$ cat src/rtl/peripheral_counter_core_if.sv
// Native register interface between the peripheral register map and the counter core.
// The master modport is the register map side; the slave modport is the core side.
interface peripheral_counter_core_if;
    logic        count_we;
    logic [31:0] count_in;
    logic [31:0] count_out;
    logic        config_we;
    logic        en_in;
    logic        dir_in;
    logic        ire_in;
    logic        en_out;
    logic        dir_out;
    logic        ire_out;
    logic        lt_1k_out;
    logic        irq;
    logic        irq_ack;

    modport master (
        output count_we, count_in, config_we, en_in, dir_in, ire_in, irq_ack,
        input  count_out, en_out, dir_out, ire_out, lt_1k_out, irq
    );

    modport slave (
        input  count_we, count_in, config_we, en_in, dir_in, ire_in, irq_ack,
        output count_out, en_out, dir_out, ire_out, lt_1k_out, irq
    );
endinterface

$ cat src/rtl/peripheral_counter_core.sv
// Prescaled 32-bit up/down counter with config, status flag and wrap interrupt.
// Optional PERIPHERAL_COUNTER_ONESHOT_EN: saturate at the terminal value and clear en on wrap.
module peripheral_counter_core #(
    parameter int unsigned PRESCALE     = 1,
    parameter logic [31:0] LT_THRESHOLD = 32'd1000
) (
    input  logic                     clk,
    input  logic                     reset,
    peripheral_counter_core_if.slave bus
);
    localparam int unsigned    PW       = (PRESCALE > 1) ? $clog2(PRESCALE) : 1;
    localparam logic [PW-1:0]  PRE_LAST = PW'(PRESCALE - 1);

    logic [31:0]   count_q;
    logic [31:0]   count_step;
    logic [PW-1:0] pre_q;
    logic          en_q;
    logic          dir_q;
    logic          ire_q;
    logic          pending_q;
    logic          step;
    logic          at_term;
    logic          wrap;

    always_comb begin
        step       = en_q && (pre_q == PRE_LAST);
        at_term    = dir_q ? (&count_q) : ~(|count_q);
        // A register write in the same cycle overrides the step, so it can never wrap.
        wrap       = step && !bus.count_we && at_term;
        count_step = dir_q ? (count_q + 32'd1) : (count_q - 32'd1);
    end

    always_ff @(posedge clk or negedge reset) begin
        if (!reset)
            pre_q <= '0;
        else if (bus.count_we || !en_q || step)
            pre_q <= '0;
        else
            pre_q <= pre_q + 1'b1;
    end

    always_ff @(posedge clk or negedge reset) begin
        if (!reset)
            count_q <= '0;
        else if (bus.count_we)
            count_q <= bus.count_in;
`ifdef PERIPHERAL_COUNTER_ONESHOT_EN
        else if (step && !wrap)
            count_q <= count_step;
`else
        else if (step)
            count_q <= count_step;
`endif
    end

    always_ff @(posedge clk or negedge reset) begin
        if (!reset) begin
            en_q  <= 1'b0;
            dir_q <= 1'b0;
            ire_q <= 1'b0;
        end else if (bus.config_we) begin
            en_q  <= bus.en_in;
            dir_q <= bus.dir_in;
            ire_q <= bus.ire_in;
        end
`ifdef PERIPHERAL_COUNTER_ONESHOT_EN
        else if (wrap) begin
            en_q  <= 1'b0;
        end
`endif
    end

    // Set has priority over acknowledge so a wrap coincident with irq_ack is not lost.
    always_ff @(posedge clk or negedge reset) begin
        if (!reset)
            pending_q <= 1'b0;
        else if (wrap && ire_q)
            pending_q <= 1'b1;
        else if (bus.irq_ack)
            pending_q <= 1'b0;
    end

    assign bus.count_out = count_q;
    assign bus.en_out    = en_q;
    assign bus.dir_out   = dir_q;
    assign bus.ire_out   = ire_q;
    assign bus.lt_1k_out = (count_q < LT_THRESHOLD);
    assign bus.irq       = pending_q & ire_q;
endmodule

$ cat src/flat_wrapper.sv
// flat-port wrapper written by rule: the top's interface ports become plain ports
module peripheral_counter_core_flat 
#(
    parameter int unsigned PRESCALE     = 1,
    parameter logic [31:0] LT_THRESHOLD = 32'd1000
)
  (clk, reset, bus_count_we, bus_count_in, bus_config_we, bus_en_in, bus_dir_in, bus_ire_in, bus_irq_ack, bus_count_out, bus_en_out, bus_dir_out, bus_ire_out, bus_lt_1k_out, bus_irq);
  peripheral_counter_core_if bus_i ();
  input  logic clk;
  input  logic reset;
  input wire logic [$bits(bus_i.count_we)-1:0] bus_count_we;
  input wire logic [$bits(bus_i.count_in)-1:0] bus_count_in;
  input wire logic [$bits(bus_i.config_we)-1:0] bus_config_we;
  input wire logic [$bits(bus_i.en_in)-1:0] bus_en_in;
  input wire logic [$bits(bus_i.dir_in)-1:0] bus_dir_in;
  input wire logic [$bits(bus_i.ire_in)-1:0] bus_ire_in;
  input wire logic [$bits(bus_i.irq_ack)-1:0] bus_irq_ack;
  output wire logic [$bits(bus_i.count_out)-1:0] bus_count_out;
  output wire logic [$bits(bus_i.en_out)-1:0] bus_en_out;
  output wire logic [$bits(bus_i.dir_out)-1:0] bus_dir_out;
  output wire logic [$bits(bus_i.ire_out)-1:0] bus_ire_out;
  output wire logic [$bits(bus_i.lt_1k_out)-1:0] bus_lt_1k_out;
  output wire logic [$bits(bus_i.irq)-1:0] bus_irq;
  assign bus_i.count_we = bus_count_we;
  assign bus_i.count_in = bus_count_in;
  assign bus_i.config_we = bus_config_we;
  assign bus_i.en_in = bus_en_in;
  assign bus_i.dir_in = bus_dir_in;
  assign bus_i.ire_in = bus_ire_in;
  assign bus_i.irq_ack = bus_irq_ack;
  assign bus_count_out = bus_i.count_out;
  assign bus_en_out = bus_i.en_out;
  assign bus_dir_out = bus_i.dir_out;
  assign bus_ire_out = bus_i.ire_out;
  assign bus_lt_1k_out = bus_i.lt_1k_out;
  assign bus_irq = bus_i.irq;
  peripheral_counter_core #(.PRESCALE(PRESCALE), .LT_THRESHOLD(LT_THRESHOLD)) u_core (.clk(clk), .reset(reset), .bus(bus_i));
endmodule
$ cat config.mk
export PLATFORM = sky130hd
export DESIGN_NAME = peripheral_counter_core_flat
export DESIGN_NICKNAME = d
export VERILOG_FILES = /design/src/rtl/peripheral_counter_core_if.sv /design/src/rtl/peripheral_counter_core.sv /design/src/flat_wrapper.sv
export SDC_FILE = /design/constraint.sdc
export NUM_CORES = 1
export LEC_CHECK = 0
export ABC_CLOCK_PERIOD_IN_PS = 3300
export CAP_MARGIN = 20
export CORE_MARGIN = 5
export CORE_UTILIZATION = 40
export CTS_CLUSTER_DIAMETER = 60
export DETAILED_ROUTE_END_ITERATION = 16
export DONT_BUFFER_PORTS = 1
export SYNTH_ARGS = -nofsm -noshare
export SYNTH_HDL_FRONTEND = slang
export SYNTH_SLANG_ARGS = --single-unit
export TNS_END_PERCENT = 50
$ cat constraint.sdc
create_clock -name clk -period 3.3 [get_ports clk]
set_clock_uncertainty 0.2 [all_clocks]
set_input_delay 0.66 -clock clk [delete_from_list [all_inputs] [get_ports clk]]
set_output_delay 0.66 -clock clk [all_outputs]
set_load 0.02 [all_outputs]
==> key figures, run 1 <==
Run status
  • Status: finished, final reports clean

Worst setup path
  • Critical Path Fanout Max: 17
  • CP delay by family, top: compound AO/OA/AOI/OAI gates
  • Worst Setup SP: u_core.bus.dir_out$_DFFE_PN0P_
  • RR Startpoint: u_core.bus.dir_out$_DFFE_PN0P_
  • Worst R2R Path Depth: 11
  • CP cell instances: clkinvlp_4 -> buf_4 -> ha_1 -> and4_1 -> and4_1 -> a21oi_1 -> a21bo_2 -> o21ai_0 -> o21ai_1 -> xnor2_1 -> a21oi_1
  • Worst EP arrival: 3090 ps
  • Reg2Reg Setup Slack: around 170 ps
  • Startpoint Class: flop
  • Reg-to-Reg End: u_core.bus.count_out[28]$_DFFE_PN0P_
  • Worst path max stage delay: 420 ps
  • Worst endpoint required time: 3260 ps
  • Setup crit end kind: flop
  • Crit path buffers/inverters: 2
  • Critical path class: flop to flop
  • Slowest-stage cell, CP: ha_1

Layout
  • Area delta synth->final: 10.5%
  • Nets: between 500 and 600
  • Fraction of layout instances using a drive strength above 1: 0.117
  • Commonest non-fill, non-tap cell in the layout: a21oi_1
  • Number of inserted diodes: 0
  • Finished Cell Area: 3860 µm²
  • Most frequent cells in the layout: 54 x a21oi_1, 50 x nand2_1, 38 x o21ai_0, 36 x dfrtp_1, 28 x ha_1

Worst hold path
  • Cells on Worst Hold Path: 1
  • Hold endpoint: u_core.bus.count_out[27]$_DFFE_PN0P_
  • Worst min-delay path startpoint: bus_count_we
  • Hold crit path type: input pin to flop

Place
  • Cell Area, Placed: 3680 µm²
  • HPWL after DPL: just over 8 mm
  • PortBufs: 0
  • Routability Congestion: 1.00
  • Pre-CTS setup slack: 226 ps

Synthesis
  • Synth unique cells: 54
  • Multiplexer share of the synthesized area: 0.0394
  • Mapped Avg Cell Area: 8.05 µm²
  • Post-synth net total: between 500 and 600
  • Compound-cell area share of the yosys netlist: 0.268
  • Synth async-reset ratio: 1.00
  • Post-Synth XOR/XNOR Area: 0.0652
  • Top FF cell, synth: dfrtp_1
  • Register area share after synthesis: 0.265
  • Simple-Gate Fraction of Synth Area: 0.205
  • Largest family of logic cells by synthesized area: compound AO/OA/AOI/OAI gates
  • Mapped Area: 3490 µm²
  • Seq cells post-synth: 37
  • YS warnings: 0
  • Post-synth EDFFs: 0
  • Post-Synth Adder-Cell Area: 0.113
  • Post-Syn Instances: 434

STA
  • Least-Margin Pin Slew: between 500 and 600 ps
  • Fin crit share: 0.947
  • Setup ws final: 173 ps
  • RSZ-0062 raised after global routing: false
  • Final Hold Viols: 0
  • Fmax: ~320 MHz
  • TNS Setup: 0 ps
  • Fin crit period: 3130 ps
  • Slew headroom: 0.634
  • Final setup fails: 0
  • Max-slew violation count: 0

Routing
  • DRT antenna net count: 0
  • DRT Wirelength: 10.5 mm
  • Vias post-DR: 3,345
  • WL per Instance: between 15 and 20 µm
  • Drt pass-1 iters: 5
  • Number of remaining DRC errors: 0
  • Initial DRC Count: 208
  • Avg Vias per Cell: roughly 6.0

Die
  • Total core area: ~8600 µm²
  • Die Wd: 103 µm
  • I/O Pins: 77
  • Initial Util: 0.406
  • Die height: ~100 µm
  • Die Area: 10,700 µm²
  • Placement Rows: 34

CTS
  • Clock Tree Buf Depth: 2
  • Root Buffer: clkbuf_8
  • Worst skew pair latency: 300 ps
  • H-tree Lvls: 2
  • CTS Buf Count: 5
  • Total clock sinks: 37
  • Worst-path clk slew: 90 ps
  • CTS tree: built

Global route
  • Vias in the first global route: 3,208
  • Largest net degree at the start of global routing: 65
  • Congestion Overflow GR: 0
  • Global-route wire length before repair: 16.6 mm
  • Initial antenna violation count: 0
  • Total track usage: 0.199

Pwr
  • Pwr Total: 2.30 mW
  • Pleak: roughly 1.6 nW
  • PD cells: 595 nW/µm²
  • Peak supply drop: 267 µV

Flow run
  • Maxcap violations: 0
## sequential cells by signal (all words and copies together), names as in the netlist
name / flops
u_core.bus.ire_out: 1
u_core.pre_q: 1
u_core.bus.dir_out: 1
u_core.bus.count_out: 32
u_core.bus.en_out: 1
u_core.pending_q: 1
## stage by stage
step	util	cells	hold slack (ps)
CTS	0.445	553	237
global route	0.449	554	243
floorplan	-	434	164
detailed placement	0.428	543	166
global placement	0.428	543	166
finish	0.449	554	243
## cells in the mapped netlist (9+ instances only)
master	n	area share
o21ai_0	38	0.054
a21o_1	9	0.019
nor2_1	23	0.025
ha_1	30	0.11
nand2_1	50	0.054
clkbuf_1	10	0.011
xor2_1	9	0.023
a21oi_1	55	0.079
xnor2_1	17	0.043
inv_1	12	0.013
dfrtp_1	37	0.27
nand4_1	16	0.029
nor4_1	9	0.016
## timing repair
item	in CTS	in global routing
hold buffers	2	0
setup buffers	0	1
setup endpoints to repair	0	6
hold endpoints to repair	37	0
gates resized for setup	0	6
## worst register-to-register path: stages (launching register included)
cell and delay [ps]:
dfrtp_2 390, clkinvlp_4 80, buf_4 210, ha_1 430, and4_1 300, and4_1 190, a21oi_1 100, a21bo_2 270
o21ai_0 390, o21ai_1 150, xnor2_1 180, a21oi_1 80
## cell families (layout without fill, tap and decap cells)
| logic type | count (synthesis) | in the layout |
|---|---|---|
| other | 1 | 1 |
| buffers and inverters | 29 | 41 |
| AOI/OAI and AO/OA | 153 | 153 |
| xor gates and xnor gates | 26 | 26 |
| and+or+nand+nor | 144 | 144 |
| DFF | 37 | 37 |
| adders and majority gates | 31 | 31 |
| muxes | 13 | 13 |
## per-layer routing
| metal | GRT usage | share of wire | vias up |
|---|---|---|---|
| met5 | 0 | 0 | - |
| met4 | 0.0388 | 0.013 | 0 |
| met3 | 0.0429 | 0.078 | 12 |
| met2 | 0.325 | 0.47 | 127 |
| met1 | 0.272 | 0.44 | 1569 |
| li1 | - | - | 1637 |
## where the power goes
| group | internal, mW | total [mW] | switching, mW |
|---|---|---|---|
| combinational | 0.496 | 1.19 | 0.690 |
| sequential | 0.519 | 0.676 | 0.157 |
| clock | 0.246 | 0.437 | 0.191 |
## worst max-delay path by stage
stage | end | slack (ps) | depth (start not counted)
floorplan | u_core.bus.count_out[17]$_DFFE_PN0P_ | 50 | 10
global placement | u_core.bus.count_out[17]$_DFFE_PN0P_ | 230 | 11
detailed placement | u_core.bus.count_out[17]$_DFFE_PN0P_ | 230 | 11
CTS | u_core.bus.count_out[17]$_DFFE_PN0P_ | 200 | 11
global route | u_core.bus.count_out[28]$_DFFE_PN0P_ | 7 | 11
finish | u_core.bus.count_out[28]$_DFFE_PN0P_ | 170 | 11
## final cells by class
class                      instances  area (µm²)
clock buffer                       6        82.6
clock inverter                     2        37.5
fill                             880        4730
inverter                          12        48.8
multi-input combinational        368        2460
sequential                        37         927
tap                              108         135
timing repair buffer              21         173
(Power assumes the default switching activity.)
==> run 2: changes to the inputs <==
Settings changed: BUFFER_PORTS_ARGS set to -buffer_cell sky130_fd_sc_hd__buf_2, CTS_CLUSTER_SIZE set to 8, DONT_BUFFER_PORTS 1 to not set.
==> run 2 against run 1 <==
Effect of this change: clock power decreased by 22%; final cell count rose by 12%; hold slack improved by 42 ps; sequential share of layout area is 1.3 points lower; combinational power grew 8%; flip-flop and latch count unchanged; core utilization increased by 2.6 points; total power shrank 2.5%; via count is 6.6% higher; die area is the same; routed wire length unchanged; critical path depth is 6 lower; critical endpoint is now bus_lt_1k_out; largest power group unchanged; highest routed layer unchanged.
==> key figures, run 2 (synthesized netlist as in run 1, its figures left out) <==
Run status
  • Status: finished, final reports clean

STA
  • Final setup fails: 0
  • TNS Setup: 0 ps
  • Fin crit share: 0.945
  • Min Hold Slack: 285 ps
  • Max-slew violation count: 0
  • Final Hold Viols: 0
  • Fmax: ~320 MHz
  • Least-Margin Pin Slew: between 900 and 1000 ps
  • RSZ-0062 raised after global routing: false
  • Slew headroom: 0.393
  • Fin crit period: 3120 ps

Layout
  • Area delta synth->final: 17.0%
  • Multi-input logic area: 2440 µm²
  • Number of inserted diodes: 0
  • Fraction of layout instances using a drive strength above 1: 0.224
  • Nets: 580
  • Commonest non-fill, non-tap cell in the layout: buf_2
  • FF+latch area: approximately 930 µm²
  • Largest register FFs: 32
  • Filler cells: about 900
  • Finished Layout Cells: 618
  • Most frequent cells in the layout: 76 x buf_2, 55 x a21oi_1, 50 x nand2_1, 37 x o21ai_0, 36 x dfrtp_1

Die
  • Total core area: 8590 µm²
  • Placement Rows: 34
  • Die Wd: 103 µm
  • I/O Pins: 77
  • Initial Util: 0.406
  • Die Area: 10,700 µm²
  • Die height: 103 µm

CTS
  • Total clock sinks: 37
  • Hold buffers post-CTS: 0
  • CTS Buf Count: 5
  • H-tree Lvls: 2
  • Setup Buffers After CTS: 0
  • Worst skew pair latency: 300 ps
  • Clock Tree Buf Depth: 2
  • Post-cts sizing count: 0
  • Root Buffer: clkbuf_8
  • CTS tree: built
  • Worst-path clk slew: around 90 ps

Worst setup path
  • Setup crit end kind: primary output
  • Critical Path Fanout Max: 5
  • Worst EP arrival: 2260 ps
  • Worst endpoint required time: 2440 ps
  • Critical path class: flop to primary output
  • Startpoint Class: flop

Pwr
  • Peak supply drop: 236 µV
  • PD cells: 548 nW/µm²
  • Pwr Total: 2.24 mW
  • Pleak: 1.83 nW

Routing
  • Vias post-DR: 3,566
  • Initial DRC Count: 147
  • Drt pass-1 iters: 4
  • DRT antenna net count: 0
  • Avg Vias per Cell: about 5.8
  • Number of remaining DRC errors: 0
  • DRT Wirelength: 10.5 mm
  • WL per Instance: 16.9 µm

Global route
  • Vias in the first global route: 3,605
  • Global-route wire length before repair: 17.6 mm
  • Initial antenna violation count: 0
  • Congestion Overflow GR: 0
  • Largest net degree at the start of global routing: 43
  • Total track usage: 0.206

Worst hold path
  • Hold crit path type: input pin to asynchronous set/reset pin

Place
  • Placed cell count: between 600 and 700
  • PortBufs: 76
  • HPWL after DPL: 8.09 mm
  • Routability Congestion: 0.961

Flow run
  • Maxcap violations: 0
[run 2: final timing paths]
check | startpoint | to | slack, ps | depth (start not counted)
worst max-delay path | u_core.bus.count_out[11]$_DFFE_PN0P_ | bus_lt_1k_out | 180 | 5
worst min-delay path | reset | u_core.bus.count_out[7]$_DFFE_PN0P_ | 290 | 1
worst max register to register | u_core.bus.dir_out$_DFFE_PN0P_ | u_core.bus.count_out[27]$_DFFE_PN0P_ | 210 | 11
worst min register to register | u_core.pending_q$_DFFE_PN0P_ | u_core.pending_q$_DFFE_PN0P_ | 330 | 2
max in group asynchronous | reset | u_core.bus.dir_out$_DFFE_PN0P_ | 2010 | 1
min in group clk | u_core.pending_q$_DFFE_PN0P_ | u_core.pending_q$_DFFE_PN0P_ | 330 | 2
[run 2: report_power, final]
group          switching (mW)  internal (mW)  total, mW
sequential              0.102          0.520      0.622
combinational           0.756          0.521       1.28
clock                   0.194          0.146      0.340
[run 2: routing by layer]
layer	GRT usage	vias to the layer above	wire length, µm
met4	0.0428	0	80
met2	0.351	112	5000
li1	-	1762	-
met3	0.0329	8	695
met5	0	-	0
met1	0.277	1684	4690
[run 2: critical path: stages (launching register included)]
cell     delay (ps)
dfrtp_1         440
nor4_1          530
nand4_1         160
nor4_1          450
o21a_1          210
buf_2           160
[run 2: per-stage QoR]
stage               utilization  instance area (µm²)  setup slack, ps
finish                    0.475                 4090              181
floorplan                     -                 3510             46.2
detailed placement        0.464                 3990              128
global placement          0.464                 3990              209
global route              0.475                 4090             4.16
CTS                       0.474                 4080             91.4
[run 2: cell type report]
cell class	count	area share
clock buffer	5	0.0168
clock inverter	3	0.00429
inverter	12	0.0119
multi-input combinational	368	0.596
sequential	37	0.227
tap	108	0.0331
timing repair buffer	85	0.111
==> run 3: changes to the inputs <==
--- a/config.mk
+++ b/config.mk
@@ -15,2 +15,3 @@
 export DETAILED_ROUTE_END_ITERATION = 16
+export PLACE_DENSITY_LB_ADDON = 0.1
 export SYNTH_ARGS = -nofsm -noshare
==> constraint.sdc (replaced) <==
create_clock -name clk -period 3.3 [get_ports clk]
set_clock_uncertainty 0.2 [all_clocks]
set_input_delay 0.33 -clock clk [delete_from_list [all_inputs] [get_ports clk]]
set_output_delay 0.33 -clock clk [all_outputs]
set_load 0.02 [all_outputs]
==> run 3 against run 2 <==
Effect of this change: critical path depth is 6 higher; hold slack lost 270 ps; clock power is 27% higher; setup slack improved by 38 ps.
==> key figures, run 3 (synthesized netlist as in run 1, its figures left out) <==
Run status
  • Status: finished, final reports clean

STA
  • Max-slew violation count: 0
  • Fmax: 325 MHz
  • Least-Margin Pin Slew: ~900 ps
  • Slew headroom: 0.400
  • Final Hold Viols: 0
  • TNS Setup: 0 ps
  • RSZ-0062 raised after global routing: false
  • Fin crit period: approximately 3100 ps
  • Final setup fails: 0
  • Fin crit share: 0.934

Worst setup path
  • Slowest-stage cell, CP: dfrtp_2
  • Worst path max stage delay: a little under 400 ps
  • Worst endpoint required time: around 3300 ps
  • Critical path class: flop to flop
  • Critical Path Fanout Max: 16
  • Startpoint Class: flop
  • Worst EP arrival: between 3000 and 4000 ps
  • CP cell instances: clkinvlp_4 -> buf_4 -> ha_1 -> o211ai_1 -> a211oi_1 -> a211o_1 -> a21o_1 -> a21oi_2 -> xor2_1 -> o21ai_1 -> mux2_2
  • Setup crit end kind: flop

Layout
  • Multi-input logic area: around 2400 µm²
  • Commonest non-fill, non-tap cell in the layout: buf_2
  • Fraction of layout instances using a drive strength above 1: 0.220
  • Filler cells: 905
  • Most frequent cells in the layout: 76 x buf_2, 55 x a21oi_1, 50 x nand2_1, 38 x o21ai_0, 36 x dfrtp_1
  • Area delta synth->final: 17.8%
  • Nets: 580
  • FF+latch area: 927 µm²
  • Number of inserted diodes: 0
  • Largest register FFs: 32

CTS
  • Total clock sinks: 37
  • Worst skew pair latency: roughly 290 ps
  • CTS Buf Count: 5
  • CTS tree: built
  • Clock Tree Buf Depth: 2
  • H-tree Lvls: 2
  • Worst-path clk slew: 80 ps
  • Root Buffer: clkbuf_8

Die
  • I/O Pins: 77
  • Die Area: about 11,000 µm²
  • Total core area: 8590 µm²
  • Placement Rows: 34
  • Initial Util: 0.406
  • Die Wd: 103 µm
  • Die height: 103 µm

Global route
  • Total track usage: 0.205
  • Global-route wire length before repair: 17.4 mm
  • Largest net degree at the start of global routing: 41
  • Vias in the first global route: 3,530
  • Initial antenna violation count: 0
  • Congestion Overflow GR: 0

Pwr
  • Pleak: approximately 1.8 nW
  • Peak supply drop: roughly 250 µV
  • Pwr Total: 2.32 mW
  • PD cells: roughly 560 nW/µm²

Place
  • HPWL after DPL: between 8 and 9 mm
  • Routability Congestion: 0.892
  • PortBufs: 76

Worst hold path
  • Hold crit path type: input pin to flop

Routing
  • Vias post-DR: 3,534
  • Avg Vias per Cell: 5.72
  • Initial DRC Count: 148
  • DRT antenna net count: 0
  • Number of remaining DRC errors: 0
  • Drt pass-1 iters: 4
  • WL per Instance: 16.8 µm
  • DRT Wirelength: roughly 10 mm

Flow run
  • Maxcap violations: 0
run 3: final timing paths:
check	slack, ps	cells after the start	end	start
min reg2reg	320	2	u_core.pending_q$_DFFE_PN0P_	u_core.pending_q$_DFFE_PN0P_
max in group asynchronous	1780	2	u_core.bus.dir_out$_DFFE_PN0P_	reset
max	220	11	u_core.bus.count_out[17]$_DFFE_PN0P_	u_core.bus.dir_out$_DFFE_PN0P_
min in group asynchronous	490	2	u_core.bus.count_out[6]$_DFFE_PN0P_	reset
min	20	2	u_core.pending_q$_DFFE_PN0P_	bus_irq_ack
max reg2reg	220	11	u_core.bus.count_out[17]$_DFFE_PN0P_	u_core.bus.dir_out$_DFFE_PN0P_
run 3: area by class of cell:
cell class,instances,share of cell area
inverter,12,0.0119
clock buffer,6,0.0201
clock inverter,2,0.00913
tap,108,0.0329
multi-input combinational,368,0.591
timing repair buffer,85,0.110
sequential,37,0.225
run 3: routing by layer:
metal	track usage	up-vias	share of wire
li1	-	1762	-
met3	0.0376	11	0.070
met1	0.287	1643	0.47
met2	0.331	118	0.45
met5	0	-	0
met4	0.0388	0	0.0098
run 3: where the power goes:
part | switching [mW] | internal [mW] | total [mW]
sequential | 0.105 | 0.520 | 0.625
clock | 0.185 | 0.246 | 0.431
combinational | 0.743 | 0.517 | 1.26
run 3: critical path: cells and delay by family, from the launching register on:
family	cells	cell delay (ps)
compound gates	6	1260
xor+xnor	1	160
fa+ha+maj	1	390
buf+inv	2	330
flops	1	390
mux	1	260
run 3: what timing repair did:
| action | in CTS | in global routing |
|---|---|---|
| hold buffers | 1 | 0 |
| endpoints found under the hold margin | 10 | 0 |
| buffers inserted | 0 | 0 |
| resized for setup | 0 | 1 |
| endpoints found under the setup margin | 0 | 1 |
run 3: metrics by stage:
| step | hold slack, ps | cell area [µm²] | worst slack [ps] | cells | utilization |
|---|---|---|---|---|---|
| 4_1_cts | 9.17 | 4110 | 205 | 618 | 0.479 |
| 6_report | 16.8 | 4110 | 219 | 618 | 0.479 |
| 3_5_place_dp | 314 | 3980 | 224 | 609 | 0.463 |
| 3_3_place_gp | 303 | 3980 | 268 | 609 | 0.463 |
| 2_1_floorplan | -166 | 3510 | 46.2 | 434 | - |
| 5_1_grt | 20.6 | 4110 | 18.6 | 618 | 0.479 |
